[src/rtl/addsub_accum.sv]
// addsub_accum: add / subtract / accumulate / load unit with a one-deep
// registered result stage and valid/ready handshakes on both sides.
//   clk, rst_n           : clock, asynchronous active-low reset
//   in_valid/in_ready    : operation request handshake (a, b, mode)
//   out_valid/out_ready  : result handshake (d, cout, ovf)
//   acc                  : running accumulator (modes 2/3 only)
//   op_count             : accepted operations, wraps modulo 2^CNT_W
// Latency 1 cycle; in_ready drops while a result is stalled by out_ready=0.
module addsub_accum #(
  parameter int WIDTH = 4,
  parameter int CNT_W = 8
) (
  input  logic             clk,
  input  logic             rst_n,
  input  logic             in_valid,
  output logic             in_ready,
  input  logic [WIDTH-1:0] a,
  input  logic [WIDTH-1:0] b,
  input  logic [1:0]       mode,
  output logic             out_valid,
  input  logic             out_ready,
  output logic [WIDTH-1:0] d,
  output logic             cout,
  output logic             ovf,
  output logic [WIDTH-1:0] acc,
  output logic [CNT_W-1:0] op_count
);

  localparam int MSB = WIDTH - 1;

  typedef enum logic [1:0] {
    MODE_ADD  = 2'd0,
    MODE_SUB  = 2'd1,
    MODE_ACC  = 2'd2,
    MODE_LOAD = 2'd3
  } mode_e;

  mode_e            op;
  logic             accept;
  logic [WIDTH:0]   sum_ab;
  logic [WIDTH:0]   diff_ab;
  logic [WIDTH:0]   sum_acc;
  logic [WIDTH-1:0] res_d;
  logic             res_cout;
  logic             res_ovf;
  logic             acc_we;

  assign op       = mode_e'(mode);
  // The output register frees up either when empty or when it is being
  // drained this very cycle, which gives bubble-free back-to-back issue.
  assign in_ready = !out_valid || out_ready;
  assign accept   = in_valid && in_ready;

  assign sum_ab  = {1'b0, a} + {1'b0, b};
  assign diff_ab = {1'b0, a} - {1'b0, b};
  assign sum_acc = {1'b0, acc} + {1'b0, a};

  always_comb begin
    res_d    = a;
    res_cout = 1'b0;
    res_ovf  = 1'b0;
    acc_we   = 1'b0;
    case (op)
      MODE_ADD: begin
        res_d    = sum_ab[MSB:0];
        res_cout = sum_ab[WIDTH];
        res_ovf  = (a[MSB] == b[MSB]) && (sum_ab[MSB] != a[MSB]);
      end
      MODE_SUB: begin
        res_d    = diff_ab[MSB:0];
        // The extra top bit is the borrow; cout reports its complement.
        res_cout = !diff_ab[WIDTH];
        res_ovf  = (a[MSB] != b[MSB]) && (diff_ab[MSB] != a[MSB]);
      end
      MODE_ACC: begin
        res_d    = sum_acc[MSB:0];
        res_cout = sum_acc[WIDTH];
        res_ovf  = (a[MSB] == acc[MSB]) && (sum_acc[MSB] != a[MSB]);
        acc_we   = 1'b1;
      end
      MODE_LOAD: begin
        res_d    = a;
        acc_we   = 1'b1;
      end
      default: ;
    endcase
  end

  always_ff @(posedge clk or negedge rst_n) begin
    if (!rst_n) begin
      out_valid <= 1'b0;
      d         <= '0;
      cout      <= 1'b0;
      ovf       <= 1'b0;
      acc       <= '0;
      op_count  <= '0;
    end else if (accept) begin
      out_valid <= 1'b1;
      d         <= res_d;
      cout      <= res_cout;
      ovf       <= res_ovf;
      op_count  <= op_count + {{(CNT_W-1){1'b0}}, 1'b1};
      if (acc_we) begin
        acc <= res_d;
      end
    end else if (out_ready) begin
      // Result drained with nothing new behind it; data fields keep their
      // last value, only the valid flag drops.
      out_valid <= 1'b0;
    end
  end

endmodule

[config.mk]
export PLATFORM = sky130hd
export DESIGN_NAME = addsub_accum
export DESIGN_NICKNAME = d
export VERILOG_FILES = /design/src/rtl/addsub_accum.sv
export SDC_FILE = /design/constraint.sdc
export NUM_CORES = 1
export LEC_CHECK = 0
export ABC_AREA = 1
export CELL_PAD_IN_SITES_DETAIL_PLACEMENT = 1
export CELL_PAD_IN_SITES_GLOBAL_PLACEMENT = 2
export CORE_MARGIN = 4
export CORE_UTILIZATION = 27
export DETAILED_ROUTE_END_ITERATION = 6
export MAX_ROUTING_LAYER = met4
export PLACE_DENSITY = 0.75
export SLEW_MARGIN = 40
export SYNTH_ARGS = -nofsm -noshare
export SYNTH_HDL_FRONTEND = slang
export SYNTH_SLANG_ARGS = --single-unit
export TNS_END_PERCENT = 5
[constraint.sdc]
create_clock -name clk -period 1.9 [get_ports clk]
set_clock_uncertainty 0.15 [all_clocks]
set_input_delay 0.285 -clock clk [delete_from_list [all_inputs] [get_ports clk]]
set_output_delay 0.285 -clock clk [all_outputs]
set_load 0.005 [all_outputs]
==> impl_metrics.yaml <==
place:
  hpwlAfterDp_um: 3485
  gp_congestion: 0.7563
  portBuffers: 33
  dp_slack_ps: -393.3
synthesis:
  synth_xor_area_frac: 0.04344
  ys_seq_area_frac: 0.3369
  post_synth.cell_area_avg_um2: 7.467
  ys_ff_latch: 19
  synth_compound_area_frac: 0.06472
  ys.flop_type: "dfrtp_1"
  syn_area_um2: 1411
  syn_nets: 219
  yosysTopAreaCellShare: 0.3369
  synth_fa_ha_area_frac: 0.1578
  synth.area.top_cells: "dfrtp_1 34%, nand2_1 15%, ha_1 12%"
  synth_top_family_by_area: "simple AND/OR/NAND/NOR gates"
  synth_top_area_cell: "dfrtp_1"
  ys_warn_count: 0
  synth-edff-count: 0
  synth-simple-area-share: 0.3032
  synthCells: 189
  synth_cell_types: 23
  async_reset_ff_frac: 1.000
  synthMuxAreaShare: 0
layout:
  layout_commonest_cell: "nand2_1"
  antenna_cells: 0
  final_core_util: 0.4115
  fillCellCount: 647
  drive_gt1_frac: 0.2125
  layout.nets: 271
  mostFrequentLayoutCells: "52 x nand2_1, 30 x clkdlybuf4s50_1, 28 x inv_1"
  syn_to_final_growth_pct: 47.96
floorplanning:
  initial_core_util: 0.2781
  core_area_um2: 5075
  die_area_um2: 6448
  placementRows: 26
  num_io_pins: 34
  die-height_um: 80.30
  die_w_um: 80.30
critical_path:
  path_class: "input pin to output pin"
  crit_path_frequent_cell: "clkdlybuf4s50_1"
  critPathLaunchType: "input pin"
  critical-path-top-delay-family: "buffers and inverters"
  max_stage_delay_ps: 520
  critPathCaptureType: "output pin"
  critPathMaxFanout: 3
  cpMaxStageDelayCell: "clkdlybuf4s50_1"
  required_ps: 1460
  worstPathCellList: "clkdlybuf4s50_1, inv_1, nand2_2, clkdlybuf4s50_1"
  cp_data_arrival_time_ps: 1390
  cp_num_buf_inv: 3
drt:
  wl_per_cell_um: 13.67
  drc: 0
  drt-initial-drc-count: 54
  firstDrtPassIters: 4
  routed_wl_um: 4239
  ant_nets: 0
  num_vias: 1381
  via_per_inst: 4.455
timing:
  rsz0062_at_grt: "true"
  min_period_ps: 1821
  setup_viol: 0
  hold_viol: 0
  max_freq_ghz: 0.5491
  maxSlewHeadroom: 0.7738
  setup_slack_ps: 78.74
  worstMarginPinSlew_ps: 338.1
  drv_slew: 0
  finalCritPeriodShare: 0.9586
clock_network:
  numClockSinks: 19
  cts_tree: "built"
  numCtsBuffers: 3
  cts_max_level: 1
  clock_latency_ps: 260
  post_cts_buffers: 0
  cts.reportedPaths.clkPinSlew_ps: 70
  clk_path_buf_depth: 2
  root_buffer: "clkbuf_8"
grt:
  grt_max_degree: 20
  grt_use_total: 0.1422
  antenna_found_initial: 0
  gr-total-overflow: 0
  grt_pass1_vias: 1438
  grt_pass1_wl_um: 6920
run:
  cap_violations: 0
pwr:
  p_leak_nw: 1.051
  ir_drop_uv: 408.7
  p_per_area_nw_per_um2: 838.3
run_status:
  outcome: "completed"
min_path:
  hold_path.class: "input pin to asynchronous set/reset pin"
[worst reg2reg max path: stages (launching register included)]
cell     delay (ps)
dfrtp_1         400
ha_1            220
fa_2            520
nand2_1          50
nand2_1          80
a21oi_2          40
o21ai_1         130
nand2_1          80
nand2_1          60
[where the power goes]
| group | internal, mW | switching [mW] | leakage (nW) |
|---|---|---|---|
| clock network | 0.149 | 0.139 | 0.0228 |
| registers | 0.528 | 0.122 | 0.228 |
| logic | 0.441 | 0.371 | 0.800 |
[final timing paths]
kind / from / end / slack [ps] / cells past startpoint
max: out_ready / in_ready / 80 / 4
min: rst_n / out_valid / 200 / 2
max reg2reg: acc[0] / acc[1] / 120 / 8
min reg2reg: d[1] / d[1] / 330 / 2
max in group asynchronous: rst_n / op_count[3] / 1180 / 2
min in group clk: d[1] / d[1] / 330 / 2
[per-stage QoR]
step                      cells  hold slack [ps]  cell area [um^2]  setup TNS, ps  total power [mW]
after CTS                   310            210.0              1992         -29.82             1.752
after global placement      306            313.8              1937          -2478             1.409
after detailed placement    306            318.6              1937          -2812             1.438
after global routing        310            223.0              2088         -93.68             1.912
final                       310            204.6              2088              0             1.751
after floorplan             189           -160.6              1411              0            0.9884
[cell usage after synthesis (2+ instances only)]
library cell and n:
dfrtp_1 19, xor2_1 6, inv_1 30, nor3_2 2, nand4_1 2, nand3_1 20
a21oi_2 2, ha_1 13, nand2_2 2, nand2_1 56, nor2_1 12, o21ai_0 5
a21oi_1 5, inv_2 2, o21ai_1 3, fa_1 3
[sequential cells by signal, indices dropped and copies added (netlist names)]
signal     count
op_count       8
cout           1
ovf            1
d              4
out_valid      1
acc            4
[layout make-up]
cell class | count | area, um^2 | area share
multi-input combinational | 136 | 902.1 | 0.4320
timing repair buffer | 49 | 457.9 | 0.2193
clock buffer | 4 | 45.04 | 0.02157
inverter | 32 | 120.1 | 0.05752
sequential | 19 | 475.5 | 0.2277
tap | 70 | 87.58 | 0.04194
[kinds of logic after synthesis]
group	after synthesis
flip-flops	19
adder cells (fa/ha/maj)	16
AO/OA/AOI/OAI	16
XOR/XNOR	7
buffers and inverters	34
AND/OR/NAND/NOR	97
[layer usage]
metal  global-route usage  up-vias  share of wire
met3              0.02242        4          0.048
met2               0.2227       28           0.48
met4              0.03547        0         0.0085
li1                     -      692              -
met5                    -        -              0
met1               0.1920      657           0.47
[what timing repair did]
action | 4_1_cts | 5_1_grt
setup endpoints to repair | 8 | 8
pin swaps | 0 | 8
gates resized for setup | 7 | 25
hold buffers | 0 | 0
Note: power is estimated with default switching activity, not from simulation.
